`src/rtl/aes_arb_pkg.sv`:
```
// Shared types and constants for the AES core arbiter: FSM states, port count,
// and timeout sizing.
package aes_arb_pkg;

  typedef enum logic [2:0] {
    ST_IDLE      = 3'd0,
    ST_START     = 3'd1,
    ST_WAIT_BUSY = 3'd2,
    ST_WAIT_DONE = 3'd3,
    ST_RESP      = 3'd4
  } arb_state_e;

  localparam int unsigned NPORTS             = 2;
  localparam int unsigned DEF_TIMEOUT_CYCLES = 4096;
  localparam int unsigned DEF_TMR_W          = $clog2(DEF_TIMEOUT_CYCLES);

  function automatic int unsigned tmr_width(input int unsigned cycles);
    return $clog2(cycles);
  endfunction

endpackage

```
`src/rtl/rr_picker2.sv`:
```
// Combinational 2-way round-robin pick: a lone requester wins, a tie goes to
// the port that was not granted last.
module rr_picker2
  import aes_arb_pkg::*;
(
  input  logic [NPORTS-1:0] valid,
  input  logic              last_grant,
  output logic              grant_valid,
  output logic              grant_id
);

  always_comb begin
    grant_valid = |valid;
    grant_id    = 1'b0;
    case (valid)
      2'b01:   grant_id = 1'b0;
      2'b10:   grant_id = 1'b1;
      2'b11:   grant_id = ~last_grant;
      default: grant_id = 1'b0;
    endcase
  end

endmodule

```
`src/rtl/aes_arbiter.sv`:
```
// Shares one AES core between the UART command path (port 0) and the test-vector
// source (port 1); sequences start/ready, returns ciphertext, drives the scope trigger.
module aes_arbiter
  import aes_arb_pkg::*;
#(
  parameter int unsigned TIMEOUT_CYCLES = DEF_TIMEOUT_CYCLES,
  parameter int unsigned CNT_W          = 16
) (
  input  logic              clk,
  input  logic              reset,
  input  logic [NPORTS-1:0] req_valid,
  input  logic [127:0]      req_pt0,
  input  logic [127:0]      req_pt1,
  output logic [NPORTS-1:0] req_ready,
  output logic [NPORTS-1:0] rsp_valid,
  input  logic [NPORTS-1:0] rsp_ready,
  output logic [127:0]      rsp_ct,
  output logic              rsp_err,
  input  logic              aes_ready,
  output logic              aes_start,
  output logic [127:0]      pt_to_aes,
  input  logic [127:0]      ct_from_aes,
  output logic              trigger,
  output logic              timeout_err,
  output logic [CNT_W-1:0]  op_count
);

  localparam int unsigned      TMR_W    = tmr_width(TIMEOUT_CYCLES);
  localparam logic [TMR_W-1:0] TMR_LAST = TMR_W'(TIMEOUT_CYCLES - 1);

  arb_state_e       state;
  logic             gnt;
  logic             last_grant;
  logic [TMR_W-1:0] timer;
  logic             pick_valid;
  logic             pick_id;
  logic             accept;
  logic             rsp_hs;
  logic             abort;

  rr_picker2 u_picker (
    .valid       (req_valid),
    .last_grant  (last_grant),
    .grant_valid (pick_valid),
    .grant_id    (pick_id)
  );

  // Grant only when the core reports idle; reset also masks the accept path.
  always_comb begin
    req_ready = '0;
    if (reset && state == ST_IDLE && aes_ready && pick_valid)
      req_ready[pick_id] = 1'b1;
  end

  always_comb begin
    rsp_valid = '0;
    if (state == ST_RESP)
      rsp_valid[gnt] = 1'b1;
  end

  assign accept    = |(req_ready & req_valid);
  assign rsp_hs    = (state == ST_RESP) && rsp_ready[gnt];
  assign aes_start = (state == ST_START);

  // A normal exit in the expiry cycle takes priority over the abort.
  assign abort = (timer == TMR_LAST) &&
                 (((state == ST_WAIT_BUSY) && aes_ready) ||
                  ((state == ST_WAIT_DONE) && !aes_ready));

  always_ff @(posedge clk or negedge reset) begin
    if (!reset) begin
      state       <= ST_IDLE;
      gnt         <= 1'b0;
      last_grant  <= 1'b1;
      timer       <= '0;
      pt_to_aes   <= '0;
      rsp_ct      <= '0;
      rsp_err     <= 1'b0;
      trigger     <= 1'b0;
      timeout_err <= 1'b0;
      op_count    <= '0;
    end else begin
      case (state)
        ST_IDLE: begin
          if (accept) begin
            pt_to_aes <= pick_id ? req_pt1 : req_pt0;
            gnt       <= pick_id;
            trigger   <= 1'b1;
            state     <= ST_START;
          end
        end
        ST_START: begin
          timer <= '0;
          state <= ST_WAIT_BUSY;
        end
        ST_WAIT_BUSY, ST_WAIT_DONE: begin
          // Timer spans both wait states and saturates at the last count.
          if (timer != TMR_LAST)
            timer <= timer + 1'b1;
          if (abort) begin
            rsp_ct      <= '0;
            rsp_err     <= 1'b1;
            timeout_err <= 1'b1;
            trigger     <= 1'b0;
            state       <= ST_RESP;
          end else if (state == ST_WAIT_BUSY) begin
            if (!aes_ready)
              state <= ST_WAIT_DONE;
          end else if (aes_ready) begin
            rsp_ct  <= ct_from_aes;
            rsp_err <= 1'b0;
            trigger <= 1'b0;
            state   <= ST_RESP;
          end
        end
        ST_RESP: begin
          if (rsp_hs) begin
            last_grant <= gnt;
            op_count   <= op_count + 1'b1;
            state      <= ST_IDLE;
          end
        end
        default: state <= ST_IDLE;
      endcase
    end
  end

endmodule

```
`config.mk`:
```
export PLATFORM = sky130hd
export DESIGN_NAME = aes_arbiter
export DESIGN_NICKNAME = d
export VERILOG_FILES = /design/src/rtl/aes_arb_pkg.sv /design/src/rtl/rr_picker2.sv /design/src/rtl/aes_arbiter.sv
export SDC_FILE = /design/constraint.sdc
export NUM_CORES = 1
export LEC_CHECK = 0
export CAP_MARGIN = 40
export CORE_AREA = 2 2 262 264
export CTS_BUF_LIST = sky130_fd_sc_hd__clkbuf_8
export CTS_CLUSTER_SIZE = 16
export DETAILED_ROUTE_END_ITERATION = 6
export DIE_AREA = 0 0 264 266
export GPL_TIMING_DRIVEN = 0
export PLACE_DENSITY = 0.45
export SLEW_MARGIN = 10
export SYNTH_ARGS = -nofsm -noshare
export SYNTH_HDL_FRONTEND = slang
export SYNTH_SLANG_ARGS = --single-unit
export TNS_END_PERCENT = 1
```
`constraint.sdc`:
```
create_clock -name clk -period 3.6 [get_ports clk]
set_input_delay 0.36 -clock clk [delete_from_list [all_inputs] [get_ports clk]]
set_output_delay 0.36 -clock clk [all_outputs]
set_load 0.01 [all_outputs]
```
==> impl_metrics.prom, run 1 <==
# TYPE chip_impl_metric gauge
chip_impl_info{name="outcome",value="finished, final reports clean"} 1
chip_impl_metric{name="syn-num-nets",unit=""} 1405
chip_impl_metric{name="worstSkewPairLatency",unit="ns"} 0.63
chip_impl_metric{name="grt_usage",unit="%"} 15.02
chip_impl_metric{name="post_synth_mux_area_share",unit="%"} 10.94
chip_impl_metric{name="grt_pass1_vias",unit=""} 11950
chip_impl_metric{name="final_core_occ",unit="%"} 31.65
chip_impl_metric{name="clkSinkCount",unit=""} 292
chip_impl_metric{name="ant_nets",unit=""} 0
chip_impl_info{name="yosysMostFrequentCell",value="sky130_fd_sc_hd__dfrtp_1"} 1
chip_impl_metric{name="report.final.slew_viol_count",unit=""} 0
chip_impl_metric{name="drive_above_1_share",unit="%"} 8.797
chip_impl_metric{name="post-route-period-util",unit="%"} 92.77
chip_impl_metric{name="synth_edf_count",unit=""} 0
chip_impl_metric{name="drt_wl_total",unit="um"} 54490
chip_impl_metric{name="num_rows",unit=""} 96
chip_impl_metric{name="num_vias",unit=""} 11200
chip_impl_info{name="synth_flop_cell",value="sky130_fd_sc_hd__dfrtp_1"} 1
chip_impl_metric{name="ios",unit=""} 671
chip_impl_metric{name="ratio_of_routed_vias_to_standard_cells",unit=""} 4.170
chip_impl_metric{name="cts.clk_slew.worst_paths",unit="ns"} 0.07
chip_impl_metric{name="clockBufferDepth",unit=""} 3
chip_impl_metric{name="pin_count_of_the_biggest_net_entering_global_routing",unit=""} 102
chip_impl_info{name="cts-root-buf",value="sky130_fd_sc_hd__clkbuf_8"} 1
chip_impl_metric{name="worst_clock_skew",unit="ns"} 0.02660
chip_impl_metric{name="drt_iter0_drc",unit=""} 394
chip_impl_metric{name="fmax",unit="MHz"} 299.4
chip_impl_info{name="clock_tree_from_tritoncts",value="yes"} 1
chip_impl_metric{name="max_slew.worst_pin.slew",unit="ns"} 0.8637
chip_impl_metric{name="post-route-drc-count",unit=""} 0
chip_impl_info{name="criticalPathCategory",value="flop to output port"} 1
chip_impl_metric{name="chipHeight",unit="um"} 266
chip_impl_metric{name="worst-r2r-setup-slack",unit="ns"} 1.30
chip_impl_metric{name="grt_pass1_wl",unit="um"} 79270
chip_impl_info{name="worstReg2RegEnd",value="pt_to_aes[108]$_DFFE_PN0P_"} 1
chip_impl_metric{name="ys_types",unit=""} 56
chip_impl_metric{name="replace_congestion",unit=""} 0.8110
chip_impl_metric{name="worst-endpoint-arrival",unit="ns"} 2.98
chip_impl_metric{name="syn_inst",unit=""} 1012
chip_impl_metric{name="yosys_register_bits",unit=""} 292
chip_impl_metric{name="setup_slack",unit="ns"} 0.2604
chip_impl_metric{name="floorplan.die_area",unit="um^2"} 70220
chip_impl_metric{name="top_cell_type_s_share_of_synthesized_area",unit="%"} 59.75
chip_impl_metric{name="post_synthesis_compound_gate_area_fraction",unit="%"} 16.44
chip_impl_metric{name="initial_core_utilization",unit="%"} 17.99
chip_impl_metric{name="leakage",unit="nW"} 9.566
chip_impl_metric{name="cts_buffers",unit=""} 56
chip_impl_metric{name="antenna_found_initial",unit=""} 10
chip_impl_metric{name="io_buffer_count",unit=""} 669
chip_impl_metric{name="worst_slew_margin_rel",unit="%"} 42.42
chip_impl_info{name="worstSetupEndpointType",value="output port"} 1
chip_impl_info{name="synth_top_family_by_area",value="compound AO/OA/AOI/OAI gates"} 1
chip_impl_info{name="r2r_start",value="last_grant$_DFFE_PN1P_"} 1
chip_impl_metric{name="globalRouteOverflowTotal",unit=""} 0
chip_impl_metric{name="post-route-min-period",unit="ns"} 3.340
chip_impl_metric{name="postSynthAreaPerCell",unit="um^2"} 12.04
chip_impl_metric{name="routed_length_per_instance",unit="um"} 20.29
chip_impl_metric{name="power.ir.vdd_worst",unit="V"} 0.0002435
chip_impl_metric{name="num-nets-final",unit=""} 2146
chip_impl_info{name="synth_largest_area_cell",value="sky130_fd_sc_hd__dfrtp_1"} 1
chip_impl_metric{name="finalHoldViolations",unit=""} 0
chip_impl_metric{name="final_hpwl_dp",unit="um"} 42600
chip_impl_metric{name="fill_cells",unit=""} 6970
chip_impl_metric{name="timing.reg2reg.worst_path_depth",unit=""} 7
chip_impl_metric{name="h-tree-depth",unit=""} 2
chip_impl_metric{name="total_power",unit="mW"} 15.52
chip_impl_metric{name="share_of_the_synthesized_netlist_area_taken_by_xor_and_xnor_gates",unit="%"} 1.150
chip_impl_metric{name="critPathMaxFanout",unit=""} 19
chip_impl_metric{name="firstDrtPassIters",unit=""} 4
chip_impl_info{name="yosys-top-cells-count",value="291 x sky130_fd_sc_hd__dfrtp_1, 144 x sky130_fd_sc_hd__nand2_1, 131 x sky130_fd_sc_hd__mux2i_1, 130 x sky130_fd_sc_hd__o21ai_0, 128 x sky130_fd_sc_hd__a22o_1"} 1
chip_impl_metric{name="synth_sequential_area_ratio",unit="%"} 59.97
chip_impl_metric{name="ys_async_sr_fraction",unit="%"} 100.0
chip_impl_info{name="holdCritPathClass",value="input port to asynchronous set/reset pin"} 1
chip_impl_metric{name="required",unit="ns"} 3.24
chip_impl_metric{name="syn_to_final_growth",unit="%"} 75.94
chip_impl_info{name="startpoint_type",value="flop"} 1
chip_impl_info{name="rsz0062_at_grt",value="false"} 1
chip_impl_metric{name="die_w",unit="um"} 264
chip_impl_metric{name="simple_logic_cell_fraction_of_the_synthesized_area",unit="%"} 7.669
chip_impl_metric{name="final_tns_setup",unit="ns"} 0
chip_impl_metric{name="synth_warnings",unit=""} 0
chip_impl_metric{name="cts_post_setup_buffers_inserted",unit=""} 0
chip_impl_metric{name="drv_cap",unit=""} 0
chip_impl_metric{name="post_synth_fa_ha_maj_area_fraction",unit="%"} 0.2875
chip_impl_info{name="synth.top_cells.by_area",value="sky130_fd_sc_hd__dfrtp_1 60%, sky130_fd_sc_hd__mux2i_1 11%, sky130_fd_sc_hd__a22o_1 9.2%"} 1
chip_impl_metric{name="mappedNetlistArea",unit="um^2"} 12190
chip_impl_metric{name="count_of_final_setup_violators",unit=""} 0
chip_impl_metric{name="power-per-cell-area",unit="nW/um^2"} 723.6
chip_impl_metric{name="fp.coreArea",unit="um^2"} 67750
chip_impl_metric{name="worst_setup_slack_after_placement",unit="ns"} 0.1549
-- where the power goes --
group          switching [mW]  internal (mW)  leakage, nW
clock network            1.51           1.85        0.659
logic                    2.86           3.72         5.22
registers               0.854           4.72         3.69
total                    5.22           10.3         9.57
-- worst max-delay path by stage --
stage                                 startpoint            to  cells after the start
after floorplan                        aes_ready  req_ready[0]                      7
after global placement                     reset  req_ready[0]                      7
after detailed placement                   reset  req_ready[0]                      9
after CTS                 last_grant$_DFFE_PN1P_  req_ready[1]                      6
after global routing        state[1]$_DFFE_PN0P_  req_ready[0]                      7
final                       state[1]$_DFFE_PN0P_  req_ready[0]                      7
-- registers in the layout, summed over array words and instances, names as in the netlist --
name	count
trigger	1
rsp_err	1
state	3
timer	12
pt_to_aes	128
op_count	16
gnt	1
rsp_ct	128
last_grant	1
timeout_err	1
-- cell usage in the layout (no fill, tap or decap), types with 22 or more instances in the layout --
cell type	n
sky130_fd_sc_hd__clkbuf_8	75
sky130_fd_sc_hd__dfrtp_1	291
sky130_fd_sc_hd__o21ai_0	130
sky130_fd_sc_hd__buf_2	33
sky130_fd_sc_hd__clkbuf_1	26
sky130_fd_sc_hd__mux2i_1	131
sky130_fd_sc_hd__clkdlybuf4s50_1	668
sky130_fd_sc_hd__nand2_1	144
sky130_fd_sc_hd__a22o_1	128
sky130_fd_sc_hd__inv_1	22
-- logic make-up after synthesis --
group	count (synthesis)
adders and majority gates	3
xor gates and xnor gates	16
DFF	292
and+or+nand+nor	200
buffers and inverters	80
muxes	133
AOI/OAI and AO/OA	288
-- metrics by stage --
step | hold slack, ns | area [um^2] | instances
after CTS | 0.01374 | 21410 | 2677
after global placement | 0.4537 | 19990 | 2563
after detailed placement | 0.2165 | 20120 | 2569
after floorplan | 0.06441 | 12190 | 1012
after global routing | 0.05115 | 21430 | 2682
final | 0.09337 | 21440 | 2686
-- worst max-delay path, cell delays in order (launching register included) --
cell and delay [ns]:
sky130_fd_sc_hd__dfrtp_1 0.47, sky130_fd_sc_hd__nor2_1 0.19, sky130_fd_sc_hd__o2111ai_2 0.18, sky130_fd_sc_hd__buf_8 0.20, sky130_fd_sc_hd__buf_2 0.28, sky130_fd_sc_hd__buf_4 0.28
sky130_fd_sc_hd__a21oi_1 0.14, sky130_fd_sc_hd__clkdlybuf4s50_1 0.59
-- cell type report --
class | instances | area, um^2 | share of cell area (%)
inverters | 6 | 22.52 | 0.1050
plain buffers | 73 | 409.1 | 1.908
diodes | 8 | 20.02 | 0.09337
multi-input cells | 640 | 4447 | 20.74
well taps | 882 | 1104 | 5.147
clock inverters | 26 | 125.1 | 0.5835
flip-flops and latches | 292 | 7308 | 34.08
repair buffers | 684 | 6974 | 32.53
clock buffers | 75 | 1032 | 4.814
-- routing by layer --
| layer | global-route usage, % | wire length, um | vias to the layer above |
|---|---|---|---|
| met5 | 0 | 52 | - |
| met3 | 4.898 | 4379 | 93 |
| met1 | 17.40 | 21530 | 5451 |
| met2 | 26.15 | 27220 | 467 |
| met4 | 4.822 | 1301 | 8 |
| li1 | - | - | 5182 |
-- repair_timing --
action                                  CTS  global route
endpoints found under the setup margin    1             1
endpoints found under the hold margin   212             0
resized for setup                         1             1
hold buffers                              8             0
No activity file was read; power rests on OpenSTA's default activity.
==> run 2, diff against run 1 <==
Settings changed: GPL_ROUTABILITY_DRIVEN from default to 0.
==> results of run 2 <==
Final layout, timing and power as in run 1 (identical DEF).
